==> src/rtl/eth_rx_pkg.sv <==
// Shared types and helpers for the Ethernet receive frame writer.
package eth_rx_pkg;

  typedef enum logic [1:0] {
    IDLE = 2'd0,
    RECV = 2'd1,
    DROP = 2'd2
  } rx_state_e;

  localparam int unsigned FRAME_LEN_W = 11;

  // Number of filled byte lanes (0..4) to a RAM byteenable, lane 0 = bits 7:0
  function automatic logic [3:0] lane_mask(input logic [2:0] filled);
    case (filled)
      3'd1:    lane_mask = 4'b0001;
      3'd2:    lane_mask = 4'b0011;
      3'd3:    lane_mask = 4'b0111;
      3'd4:    lane_mask = 4'b1111;
      default: lane_mask = 4'b0000;
    endcase
  endfunction

endpackage

==> src/rtl/eth_rx_byte_packer.sv <==
// Little-endian byte-to-word packer. Presents a completed word combinationally
// in the cycle its last byte (lane 3, or a flushing EOP byte) is accepted.
module eth_rx_byte_packer
  import eth_rx_pkg::*;
(
  input  logic        clk,
  input  logic        rst,
  input  logic [7:0]  data_i,
  input  logic        valid_i,
  input  logic        clear_i,
  input  logic        flush_i,
  output logic [31:0] word_o,
  output logic [3:0]  be_o,
  output logic        word_valid_o
);

  logic [23:0] part_q;
  logic [1:0]  fill_q;
  logic [1:0]  lane;
  logic [31:0] merged;

  // Merge the incoming byte into the partial word; clear restarts at lane 0
  always_comb begin
    lane   = clear_i ? 2'd0 : fill_q;
    merged = {8'h00, (clear_i ? 24'h000000 : part_q)};
    merged[{lane, 3'b000} +: 8] = data_i;
    word_valid_o = valid_i && ((lane == 2'd3) || flush_i);
    word_o       = merged;
    be_o         = lane_mask({1'b0, lane} + 3'd1);
  end

  // Hold partial lanes; emptied whenever a word is handed out so unfilled lanes read 0
  always_ff @(posedge clk or posedge rst) begin
    if (rst) begin
      part_q <= '0;
      fill_q <= '0;
    end else if (valid_i) begin
      if (word_valid_o) begin
        part_q <= '0;
        fill_q <= '0;
      end else begin
        part_q <= merged[23:0];
        fill_q <= lane + 2'd1;
      end
    end
  end

endmodule

==> src/rtl/eth_rx_frame_writer.sv <==
// Ethernet RX frame writer: packs MAC bytes into 32-bit words, writes each
// frame into a fixed RAM slot and posts (slot, length) completions.
// Optional build macro RX_CRC_STRIP_EN: reported length excludes the 4-byte
// FCS and frames shorter than 5 bytes are dropped.
module eth_rx_frame_writer
  import eth_rx_pkg::*;
#(
  parameter logic [15:0] BASE_ADDR  = 16'd48000,
  parameter int unsigned SLOT_WORDS = 384,
  parameter int unsigned NUM_SLOTS  = 4,
  parameter int unsigned SLOT_W     = 2
) (
  input  logic                   clk,
  input  logic                   reset,
  input  logic [7:0]             rx_data,
  input  logic                   rx_valid,
  input  logic                   rx_sop,
  input  logic                   rx_eop,
  input  logic                   rx_err,
  output logic [15:0]            mem_address,
  output logic [3:0]             mem_byteenable,
  output logic                   mem_chipselect,
  output logic                   mem_write,
  output logic [31:0]            mem_writedata,
  output logic                   mem_clken,
  output logic                   frame_valid,
  output logic [SLOT_W-1:0]      frame_slot,
  output logic [FRAME_LEN_W-1:0] frame_len,
  input  logic                   slot_release,
  input  logic [SLOT_W-1:0]      slot_release_idx,
  output logic [NUM_SLOTS-1:0]   slot_busy,
  output logic [15:0]            drop_cnt
);

  localparam int unsigned WIDX_W = $clog2(SLOT_WORDS + 1);
  localparam logic [FRAME_LEN_W-1:0] LEN_MAX = '1;

  rx_state_e               state_q;
  logic [SLOT_W-1:0]       next_slot_q, cur_slot_q;
  logic [FRAME_LEN_W-1:0]  byte_cnt_q;
  logic [WIDX_W-1:0]       word_idx_q;
  logic                    oversize_q;
  logic [NUM_SLOTS-1:0]    busy_q;
  logic [15:0]             drop_q;

  logic                    mem_write_q;
  logic [15:0]             mem_address_q;
  logic [3:0]              mem_be_q;
  logic [31:0]             mem_wdata_q;
  logic                    frame_valid_q;
  logic [SLOT_W-1:0]       frame_slot_q;
  logic [FRAME_LEN_W-1:0]  frame_len_q;

  // control
  logic                    abort, start_req, start_ok, accept;
  logic [NUM_SLOTS-1:0]    busy_view;

  // packer
  logic [31:0]             pk_word;
  logic [3:0]              pk_be;
  logic                    pk_word_valid;

  // datapath
  logic [SLOT_W-1:0]       eff_slot;
  logic [FRAME_LEN_W-1:0]  eff_bc, bc_next, len_out;
  logic [WIDX_W-1:0]       eff_widx;
  logic                    eff_ov, ov_next, room, wr_go;
  logic [15:0]             wr_addr;
  logic                    eop_now, too_short, frame_bad, good_done, bad_done;
  logic                    alloc_fail_eop, drop_end;
  logic [1:0]              drop_amt;
  logic [16:0]             drop_sum;
  logic [NUM_SLOTS-1:0]    rel_mask, abort_mask, set_mask, bad_mask, busy_d;

  // Frame start / abort decisions; an abort frees its slot before the new allocation looks
  always_comb begin
    abort     = (state_q == RECV) && rx_valid && rx_sop;
    start_req = (state_q != DROP) && rx_valid && rx_sop;
    busy_view = busy_q;
    if (abort) busy_view[cur_slot_q] = 1'b0;
    start_ok  = start_req && !busy_view[next_slot_q];
    accept    = start_ok || ((state_q == RECV) && rx_valid && !rx_sop);
  end

  eth_rx_byte_packer u_packer (
    .clk          (clk),
    .rst          (reset),
    .data_i       (rx_data),
    .valid_i      (accept),
    .clear_i      (start_ok),
    .flush_i      (rx_eop),
    .word_o       (pk_word),
    .be_o         (pk_be),
    .word_valid_o (pk_word_valid)
  );

  // Per-byte datapath: effective frame context (fresh on start), write gating, completion
  always_comb begin
    eff_slot  = start_ok ? next_slot_q : cur_slot_q;
    eff_bc    = start_ok ? '0 : byte_cnt_q;
    eff_widx  = start_ok ? '0 : word_idx_q;
    eff_ov    = start_ok ? 1'b0 : oversize_q;
    bc_next   = (eff_bc == LEN_MAX) ? eff_bc : eff_bc + FRAME_LEN_W'(1);
    room      = (eff_widx != WIDX_W'(SLOT_WORDS));
    wr_go     = accept && pk_word_valid && room;
    ov_next   = eff_ov || (accept && pk_word_valid && !room);
    wr_addr   = BASE_ADDR + 16'(eff_slot) * 16'(SLOT_WORDS) + 16'(eff_widx);
    eop_now   = accept && rx_eop;
`ifdef RX_CRC_STRIP_EN
    len_out   = bc_next - FRAME_LEN_W'(4);
    too_short = (bc_next < FRAME_LEN_W'(5));
`else
    len_out   = bc_next;
    too_short = 1'b0;
`endif
    frame_bad = rx_err || ov_next || too_short;
    good_done = eop_now && !frame_bad;
    bad_done  = eop_now && frame_bad;

    alloc_fail_eop = start_req && !start_ok && rx_eop;
    drop_end       = (state_q == DROP) && rx_valid && rx_eop;
    drop_amt = 2'(abort) + 2'(bad_done) + 2'(alloc_fail_eop) + 2'(drop_end);
    drop_sum = {1'b0, drop_q} + 17'(drop_amt);

    rel_mask   = '0;
    abort_mask = '0;
    set_mask   = '0;
    bad_mask   = '0;
    if (slot_release) rel_mask[slot_release_idx] = 1'b1;
    if (abort)        abort_mask[cur_slot_q]     = 1'b1;
    if (start_ok)     set_mask[next_slot_q]      = 1'b1;
    if (bad_done)     bad_mask[eff_slot]         = 1'b1;
    // Release can only free a slot allocation already saw as busy, so it never races a set
    busy_d = ((busy_q & ~rel_mask & ~abort_mask) | set_mask) & ~bad_mask;
  end

  // FSM, frame context, slot bitmap, counters and registered RAM/completion outputs
  always_ff @(posedge clk or posedge reset) begin
    if (reset) begin
      state_q       <= IDLE;
      next_slot_q   <= '0;
      cur_slot_q    <= '0;
      byte_cnt_q    <= '0;
      word_idx_q    <= '0;
      oversize_q    <= 1'b0;
      busy_q        <= '0;
      drop_q        <= '0;
      mem_write_q   <= 1'b0;
      mem_address_q <= '0;
      mem_be_q      <= '0;
      mem_wdata_q   <= '0;
      frame_valid_q <= 1'b0;
      frame_slot_q  <= '0;
      frame_len_q   <= '0;
    end else begin
      case (state_q)
        IDLE, RECV: begin
          if (start_req && !start_ok) state_q <= rx_eop ? IDLE : DROP;
          else if (eop_now)           state_q <= IDLE;
          else if (start_ok)          state_q <= RECV;
        end
        DROP:    if (drop_end) state_q <= IDLE;
        default: state_q <= IDLE;
      endcase

      if (start_ok) begin
        cur_slot_q  <= next_slot_q;
        next_slot_q <= next_slot_q + SLOT_W'(1);
      end
      if (accept) begin
        byte_cnt_q <= bc_next;
        oversize_q <= ov_next;
        word_idx_q <= wr_go ? eff_widx + WIDX_W'(1) : eff_widx;
      end

      busy_q <= busy_d;
      drop_q <= drop_sum[16] ? 16'hFFFF : drop_sum[15:0];

      mem_write_q <= wr_go;
      if (wr_go) begin
        mem_address_q <= wr_addr;
        mem_be_q      <= pk_be;
        mem_wdata_q   <= pk_word;
      end
      frame_valid_q <= good_done;
      if (good_done) begin
        frame_slot_q <= eff_slot;
        frame_len_q  <= len_out;
      end
    end
  end

  assign mem_address    = mem_address_q;
  assign mem_byteenable = mem_be_q;
  assign mem_chipselect = mem_write_q;
  assign mem_write      = mem_write_q;
  assign mem_writedata  = mem_wdata_q;
  assign mem_clken      = 1'b1;
  assign frame_valid    = frame_valid_q;
  assign frame_slot     = frame_slot_q;
  assign frame_len      = frame_len_q;
  assign slot_busy      = busy_q;
  assign drop_cnt       = drop_q;

endmodule

==> config.mk <==
export PLATFORM = sky130hd
export DESIGN_NAME = eth_rx_frame_writer
export DESIGN_NICKNAME = d
export VERILOG_FILES = /design/src/rtl/eth_rx_pkg.sv /design/src/rtl/eth_rx_byte_packer.sv /design/src/rtl/eth_rx_frame_writer.sv
export SDC_FILE = /design/constraint.sdc
export NUM_CORES = 1
export LEC_CHECK = 0
export ABC_AREA = 1
export BUFFER_PORTS_ARGS = -buffer_cell sky130_fd_sc_hd__buf_4
export CAP_MARGIN = 40
export CELL_PAD_IN_SITES_DETAIL_PLACEMENT = 1
export CELL_PAD_IN_SITES_GLOBAL_PLACEMENT = 2
export CORE_UTILIZATION = 35
export CTS_CLUSTER_DIAMETER = 100
export DETAILED_ROUTE_END_ITERATION = 10
export PLACE_DENSITY = 0.79
export RECOVER_POWER = 50
export SETUP_SLACK_MARGIN = 0.2
export SLEW_MARGIN = 20
export SYNTH_ARGS = -nofsm -noshare
export SYNTH_HDL_FRONTEND = slang
export SYNTH_SLANG_ARGS = --single-unit
==> constraint.sdc <==
create_clock -name clk -period 7 [get_ports clk]
set_clock_uncertainty 0.05 [all_clocks]
set_input_delay 1.4 -clock clk [delete_from_list [all_inputs] [get_ports clk]]
set_output_delay 1.4 -clock clk [all_outputs]
set_load 0.005 [all_outputs]
==> impl_metrics.env, run 1 <==
export IMPL_ioPinCount=106
export IMPL_detail_route_iter0_violations=208
export IMPL_synth_area_leaders="sky130_fd_sc_hd__dfrtp_1 48%, sky130_fd_sc_hd__nand2_1 15%, sky130_fd_sc_hd__inv_1 4.7%, sky130_fd_sc_hd__nand3_1 4.6%, sky130_fd_sc_hd__ha_1 4.5%"
export IMPL_ys_top_cells_by_count="293 x sky130_fd_sc_hd__nand2_1, 139 x sky130_fd_sc_hd__dfrtp_1, 91 x sky130_fd_sc_hd__inv_1"
export IMPL_drc_errors=0
export IMPL_critical_path_slowest_cell="sky130_fd_sc_hd__fa_1"
export IMPL_port_buffer_count=104
export IMPL_starting_density_of_the_core=0.3568
export IMPL_routed_wire_length_per_instance_um=15.29
export IMPL_clock_sinks=139
export IMPL_synth_ff_type="sky130_fd_sc_hd__dfrtp_1"
export IMPL_final_antenna_net_count=0
export IMPL_yosys_area_share_xor_xnor=0.01704
export IMPL_yosys_area_top_type="sky130_fd_sc_hd__dfrtp_1"
export IMPL_top_achievable_clock_speed_ghz=0.1630
export IMPL_worst_path_buf_inv=4
export IMPL_worstSetupPathType="in2reg"
export IMPL_clk_path_buf_depth=2
export IMPL_hold_path_end="mem_byteenable[0]"
export IMPL_cp_start_kind="primary input"
export IMPL_nets=982
export IMPL_cts_buffers_inserted=17
export IMPL_number_of_diodes_added_for_antenna_fixing=0
export IMPL_power_density_cell_area_nw_per_um2=357.9
export IMPL_fp_row_count=52
export IMPL_synth_area_per_cell_um2=8.598
export IMPL_synth_top_family_by_area="simple AND/OR/NAND/NOR gates"
export IMPL_global_route_overflow_total=0
export IMPL_cp_max_fo=28
export IMPL_clock_tree_from_tritoncts="done"
export IMPL_die_w_um=145.4
export IMPL_post_synth_fa_ha_maj_area_fraction=0.05633
export IMPL_muxShareOfSynthArea=0.001565
export IMPL_fraction_of_layout_instances_using_a_drive_strength_above_1=0.1964
export IMPL_setup_violations=0
export IMPL_syn_num_nets=884
export IMPL_ctsHtreeMaxLevel=4
export IMPL_outcome="complete, but fails checks"
export IMPL_number_of_warnings_printed_during_yosys_synthesis=0
export IMPL_timing_worst_slew_pin_value_ns=2.873
export IMPL_grt_setup_unrepaired="false"
export IMPL_r2r_cells=29
export IMPL_grt_usage=0.1898
export IMPL_post_synth_top_area_fraction=0.4833
export IMPL_cp_slowest_stage_delay_ns=0.40
export IMPL_flow_area_growth_from_synthesis_pct=20.93
export IMPL_vias=5813
export IMPL_violations_in_the_final_reports="capacitance limit, slew limit"
export IMPL_final_core_util=0.4315
export IMPL_report_final_slew_viol_count=99
export IMPL_synth_compound_gate_area_share=0.09006
export IMPL_cts_hold_repair_buffers=0
export IMPL_finalHoldViolations=0
export IMPL_floorplan_die_height_um=145.4
export IMPL_timing_critical_path_mode_cell="sky130_fd_sc_hd__nand3_1"
export IMPL_timing_reg2reg_setup_slack_ns=1.52
export IMPL_core_region_area_um2=20170
export IMPL_timing_final_crit_period_ns=6.134
export IMPL_netlist_cell_type_count=51
export IMPL_final_period_utilization=0.8763
export IMPL_globalplace_congestion=0.7579
export IMPL_detailedPlacementHpwl_um=13070
export IMPL_wire_length_of_the_first_global_routing_pass_um=31940
export IMPL_routed_wirelength_um=18610
export IMPL_max_slew_margin=-0.9259
export IMPL_pin_count_of_the_biggest_net_entering_global_routing=65
export IMPL_vias_in_the_first_global_route=6141
export IMPL_clock_pin_slew_on_the_worst_setup_and_hold_paths_ns=0.06
export IMPL_power_leakage_uw=0.004478
export IMPL_clock_root_buffer="sky130_fd_sc_hd__clkbuf_16"
export IMPL_timing_hold_worst_class="reg2reg"
export IMPL_rr_startpoint="state_q[1]"
export IMPL_number_of_detailed_routing_iterations_run_before_antenna_repair=4
export IMPL_final_seq_area_um2=3478
export IMPL_syn_instance_count=837
export IMPL_yosysSeqAreaShare=0.4833
export IMPL_postSynthRegisterBits=139
export IMPL_nFillCells=2408
export IMPL_ir_drop_v=0.0001980
export IMPL_post_drt_via_cell_ratio=4.776
export IMPL_worstPathRequired_ns=7.26
export IMPL_critical_path_endpoint_type="register"
export IMPL_worst_endpoint_arrival_ns=6.39
export IMPL_post_synth_instance_area_um2=7197
export IMPL_crit_reg2reg_capture="drop_cnt[15]"
export IMPL_synth_edff_count=0
export IMPL_crit_family="simple AND/OR/NAND/NOR gates"
export IMPL_antenna_found_initial=0
export IMPL_post_synth_top_count_cell="sky130_fd_sc_hd__nand2_1"
export IMPL_worstHoldStart="mem_byteenable[0]"
export IMPL_max_cap_viol_count=2
export IMPL_post_synth_and_or_nand_nor_area_fraction=0.2681
export IMPL_clock_latency_ns=0.42
export IMPL_postSynth_asyncResetShare=1.000
export IMPL_multi_input_comb_area_um2=3124
export IMPL_setup_tns_final_ns=0
export IMPL_design_die_area_um2=21140
export IMPL_hold_path_depth=1
cell families (layout without fill, tap and decap cells):
| kind of cell | after synthesis | after routing |
|---|---|---|
| flops | 139 | 139 |
| fa+ha+maj | 30 | 30 |
| mux | 1 | 1 |
| xor+xnor | 14 | 14 |
| other cells | 1 | 1 |
| simple gates | 436 | 436 |
| compound gates | 87 | 87 |
| buf+inv | 129 | 239 |
power breakdown:
group	switching, uW	leakage [uW]	internal (uW)
sequential	137	0.00185	987
clock	360	0.000285	559
combinational	664	0.00234	408
total	1160	0.00448	1950
layout make-up:
cell class                 count  area share
clock buffer                  17     0.04888
inverter                      98     0.04327
sequential                   139      0.3997
clock inverter                14     0.01970
multi-input combinational    569      0.3590
timing repair buffer         110     0.09071
tap                          270     0.03882
sequential cells by signal (all words and copies together) (netlist names), 4 cells and up:
name             flops
mem_writedata       32
drop_cnt            16
mem_address         15
word_idx_q           9
slot_busy            4
byte_cnt_q          11
u_packer.part_q     24
frame_len           11
mem_byteenable       4
routing by layer:
layer	track usage	wire (um)
met1	0.2648	9141
met4	0.05526	272
met3	0.04483	614
met2	0.2938	8580
met5	0	0
placed cells by master (no fill, tap or decap), types with 5 or more instances in the layout:
master | Yosys | layout
sky130_fd_sc_hd__xnor2_1 | 5 | 5
sky130_fd_sc_hd__o31ai_2 | 16 | 16
sky130_fd_sc_hd__nor3_1 | 9 | 9
sky130_fd_sc_hd__clkbuf_16 | 0 | 17
sky130_fd_sc_hd__o32ai_1 | 8 | 8
sky130_fd_sc_hd__nand2_1 | 293 | 293
sky130_fd_sc_hd__o21ai_0 | 40 | 40
sky130_fd_sc_hd__nor2_1 | 29 | 30
sky130_fd_sc_hd__inv_1 | 91 | 90
sky130_fd_sc_hd__nand3_1 | 66 | 66
sky130_fd_sc_hd__ha_1 | 26 | 26
sky130_fd_sc_hd__buf_4 | 4 | 40
sky130_fd_sc_hd__nand4_1 | 12 | 12
sky130_fd_sc_hd__xor2_1 | 9 | 9
sky130_fd_sc_hd__clkbuf_1 | 9 | 10
sky130_fd_sc_hd__inv_2 | 5 | 5
sky130_fd_sc_hd__clkbuf_4 | 0 | 58
sky130_fd_sc_hd__dfrtp_1 | 139 | 139
sky130_fd_sc_hd__or2_2 | 5 | 5
worst reg2reg max path: cells and delay by family, from the launching register on:
family          cells  cell delay, ns
flops               1            0.44
fa+ha+maj           4            1.09
buf+inv             3            0.29
simple gates       19            3.17
xor+xnor            1            0.17
compound gates      2            0.18
how the worst max path moves through the flow:
| stage | start | end | slack, ns | depth (start not counted) |
|---|---|---|---|---|
| after floorplan | rx_valid | drop_cnt[10] | 1.02 | 30 |
| after CTS | rx_valid | drop_cnt[15] | 0.66 | 29 |
| final | rx_valid | drop_cnt[15] | 0.87 | 31 |
| after global routing | rx_valid | drop_cnt[15] | 0.18 | 31 |
| after global placement | rx_valid | drop_cnt[14] | 0.50 | 27 |
| after detailed placement | rx_valid | drop_cnt[15] | 0.33 | 29 |
metrics by stage:
step                setup WS (ns)  cell area (um2)  total power [uW]  hold WS, ns  cells
finish                     0.8657             8703              3115       0.4234   1217
global route               0.1803             8703              3372       0.4512   1217
CTS                        0.6564             8745              3194       0.4284   1215
detailed placement         0.3270             8148              2245       0.4077   1184
global placement           0.4999             8120              2232       0.4087   1183
floorplan                   1.023             7197              1851       0.3995    837
repair_timing:
action                                 4_1_cts  5_1_grt
gates resized for setup                      0        1
buffers inserted                             0        1
setup endpoints to repair                    0        7
endpoints found under the hold margin        0        0
(Power assumes the default switching activity.)
==> run 2, diff against run 1 <==
--- a/config.mk
+++ b/config.mk
@@ -10,13 +10,14 @@
 export CAP_MARGIN = 40
 export CELL_PAD_IN_SITES_DETAIL_PLACEMENT = 1
 export CELL_PAD_IN_SITES_GLOBAL_PLACEMENT = 2
-export CORE_UTILIZATION = 35
+export CORE_UTILIZATION = 34
 export CTS_CLUSTER_DIAMETER = 100
 export DETAILED_ROUTE_END_ITERATION = 10
-export PLACE_DENSITY = 0.79
+export PLACE_DENSITY = 0.78
 export RECOVER_POWER = 50
 export SETUP_SLACK_MARGIN = 0.2
 export SLEW_MARGIN = 20
 export SYNTH_ARGS = -nofsm -noshare
 export SYNTH_HDL_FRONTEND = slang
+export SYNTH_HIERARCHICAL = 1
 export SYNTH_SLANG_ARGS = --single-unit
==> run 2 against run 1 <==
  * The run still ends with capacitance limit, slew limit left
  * Via count rose by 2.8%
  * Cell area rose by 1.4%
  * Total power barely moved
  * Clock-buffer cell count rose by 3
  * Utilization fell by 1.0 points
  * Critical path type unchanged
  * Combinational power barely moved
==> impl_metrics.env, run 2 <==
export IMPL_clk_path_buf_depth=2
export IMPL_global_route_overflow_total=0
export IMPL_number_of_diodes_added_for_antenna_fixing=0
export IMPL_final_antenna_net_count=0
export IMPL_cp_start_kind="primary input"
export IMPL_post_cts_repair_setup_buffers=0
export IMPL_antenna_found_initial=0
export IMPL_fp_row_count=53
export IMPL_nets=1047
export IMPL_grt_usage=0.1947
export IMPL_timing_worst_slew_pin_value_ns=2.057
export IMPL_number_of_detailed_routing_iterations_run_before_antenna_repair=4
export IMPL_post_synth_instance_area_um2=7267
export IMPL_max_cap_viol_count=1
export IMPL_post_synth_top_area_fraction=0.4787
export IMPL_ioPinCount=106
export IMPL_nFillCells=2581
export IMPL_synth_edff_count=0
export IMPL_post_drt_via_cell_ratio=4.645
export IMPL_report_final_slew_viol_count=46
export IMPL_total_power_uw=3117
export IMPL_layout_cells_most_common="sky130_fd_sc_hd__nand2_1"
export IMPL_critical_path_slowest_cell="sky130_fd_sc_hd__fa_1"
export IMPL_fraction_of_layout_instances_using_a_drive_strength_above_1=0.1828
export IMPL_post_synth_top_count_cell="sky130_fd_sc_hd__nand2_1"
export IMPL_number_of_warnings_printed_during_yosys_synthesis=6
export IMPL_clock_latency_ns=0.42
export IMPL_commonest_non_fill_non_tap_cells_in_the_layout="380 x sky130_fd_sc_hd__nand2_1, 139 x sky130_fd_sc_hd__dfrtp_1, 76 x sky130_fd_sc_hd__inv_1, 67 x sky130_fd_sc_hd__buf_4, 64 x sky130_fd_sc_hd__nand3_1"
export IMPL_worstSetupPathType="in2reg"
export IMPL_syn_instance_count=896
export IMPL_worst_endpoint_arrival_ns=6.24
export IMPL_vias_in_the_first_global_route=6284
export IMPL_die_w_um=148.2
export IMPL_flow_area_growth_from_synthesis_pct=21.47
export IMPL_timing_critical_path_mode_cell="sky130_fd_sc_hd__nand3_1"
export IMPL_violations_in_the_final_reports="capacitance limit, slew limit"
export IMPL_largest_register_ff_count=32
export IMPL_finalHoldViolations=0
export IMPL_cts_resized=0
export IMPL_setup_violations=0
export IMPL_timing_hold_worst_class="reg2reg"
export IMPL_clock_root_buffer="sky130_fd_sc_hd__clkbuf_16"
export IMPL_synth_ff_type="sky130_fd_sc_hd__dfrtp_1"
export IMPL_drc_errors=0
export IMPL_pin_count_of_the_biggest_net_entering_global_routing=64
export IMPL_max_slew_margin=-0.3786
export IMPL_clock_tree_from_tritoncts="done"
export IMPL_postSynth_asyncResetShare=1.000
export IMPL_floorplan_die_height_um=148.2
export IMPL_cts_hold_repair_buffers=0
export IMPL_vias=5978
export IMPL_postSynthRegisterBits=139
export IMPL_syn_num_nets=943
export IMPL_outcome="complete, but fails checks"
export IMPL_cts_buffers_inserted=17
export IMPL_netlist_cell_type_count=47
export IMPL_power_density_cell_area_nw_per_um2=353.1
export IMPL_timing_final_crit_period_ns=5.992
export IMPL_starting_density_of_the_core=0.3468
export IMPL_worstPathRequired_ns=7.25
export IMPL_detail_route_iter0_violations=257
export IMPL_yosysSeqAreaShare=0.4787
export IMPL_wire_length_of_the_first_global_routing_pass_um=33470
export IMPL_yosys_area_top_type="sky130_fd_sc_hd__dfrtp_1"
export IMPL_core_region_area_um2=20960
export IMPL_globalplace_congestion=0.7539
export IMPL_power_leakage_uw=0.004789
export IMPL_clock_sinks=139
export IMPL_top_achievable_clock_speed_ghz=0.1669
export IMPL_routed_wire_length_per_instance_um=15.21
export IMPL_design_die_area_um2=21960
export IMPL_detailedPlacementHpwl_um=14200
export IMPL_ys_top_cells_by_count="380 x sky130_fd_sc_hd__nand2_1, 139 x sky130_fd_sc_hd__dfrtp_1, 77 x sky130_fd_sc_hd__inv_1"
export IMPL_setup_tns_final_ns=0
export IMPL_final_period_utilization=0.8560
export IMPL_synth_area_leaders="sky130_fd_sc_hd__dfrtp_1 48%, sky130_fd_sc_hd__nand2_1 20%, sky130_fd_sc_hd__ha_1 4.5%, sky130_fd_sc_hd__nand3_1 4.3%, sky130_fd_sc_hd__inv_1 4.0%"
export IMPL_port_buffer_count=104
export IMPL_cp_slowest_stage_delay_ns=0.43
export IMPL_clock_pin_slew_on_the_worst_setup_and_hold_paths_ns=0.06
export IMPL_grt_setup_unrepaired="false"
export IMPL_synth_area_per_cell_um2=8.110
export IMPL_cp_max_fo=6
export IMPL_critical_path_endpoint_type="register"
export IMPL_routed_wirelength_um=19580
export IMPL_ctsHtreeMaxLevel=4
export IMPL_ir_drop_v=0.0001435
-- run 2: changes by cell type after synthesis, moves of 7 or more --
cell | before | now
sky130_fd_sc_hd__nor2_1 | 29 | 37
sky130_fd_sc_hd__nand2_1 | 293 | 380
sky130_fd_sc_hd__o21ai_2 | 2 | 9
sky130_fd_sc_hd__inv_1 | 91 | 77
sky130_fd_sc_hd__o21ai_0 | 40 | 23
sky130_fd_sc_hd__o32ai_1 | 8 | 0
sky130_fd_sc_hd__nor3b_1 | 0 | 7
sky130_fd_sc_hd__o31ai_2 | 16 | 0
-- run 2: report_power, final --
part,internal [uW],switching (uW),leakage [uW],total (uW)
clock network,577,350,0.000296,927
registers,980,142,0.00187,1120
logic,417,651,0.00262,1070
-- run 2: worst max-delay path: cells and delay by family --
| family | cells | cell delay, ns |
|---|---|---|
| fa+ha+maj | 4 | 1.23 |
| simple gates | 18 | 2.32 |
| xor+xnor | 1 | 0.17 |
| mux | 1 | 0.35 |
| compound gates | 1 | 0.29 |
| buf+inv | 5 | 0.48 |
-- run 2: final timing paths --
kind / start / endpoint / slack (ns) / cells past startpoint
worst max-delay path: rx_valid / drop_cnt[15] / 1.01 / 30
worst min-delay path: mem_address[15] / mem_address[15] / 0.42 / 1
worst max register to register: state_q[0] / drop_cnt[15] / 1.68 / 29
worst min register to register: mem_address[15] / mem_address[15] / 0.42 / 1
max in group asynchronous: reset / byte_cnt_q[5] / 3.64 / 4
min in group asynchronous: reset / u_packer/part_q[7] / 0.92 / 2
-- run 2: cells by family after synthesis --
family | after synthesis | share of synthesized area
fa+ha+maj | 30 | 0.05579
compound gates | 58 | 0.05269
simple gates | 535 | 0.3166
flops | 139 | 0.4787
buf+inv | 117 | 0.07679
mux | 1 | 0.001549
xor+xnor | 14 | 0.01687
other cells | 2 | 0.001033
-- run 2: stage by stage --
stage / std cells / cell area (um2) / utilization / setup slack, ns / hold WS (ns)
floorplan: 896 / 7267 / - / 0.8495 / 0.3992
global placement: 1253 / 8224 / 0.3925 / 0.7287 / 0.4083
detailed placement: 1256 / 8282 / 0.3952 / 0.5776 / 0.4117
CTS: 1287 / 8882 / 0.4239 / 1.005 / 0.4269
global route: 1287 / 8827 / 0.4212 / 0.5053 / 0.4450
finish: 1287 / 8827 / 0.4212 / 1.008 / 0.4228
-- run 2: final cells by class --
| class | count | area [um2] | share of cell area |
|---|---|---|---|
| multi-input combinational | 640 | 3226 | 0.3654 |
| tap | 275 | 344.1 | 0.03898 |
| clock inverter | 11 | 143.9 | 0.01630 |
| timing repair buffer | 115 | 849.6 | 0.09624 |
| sequential | 139 | 3478 | 0.3940 |
| clock buffer | 20 | 456.7 | 0.05174 |
| inverter | 87 | 329.1 | 0.03728 |
-- run 2: routing by layer --
metal / GRT usage / part of all wire
met1: 0.2541 / 0.47
met2: 0.3324 / 0.50
met3: 0.03282 / 0.023
met4: 0.05258 / 0.010
met5: 0 / 0
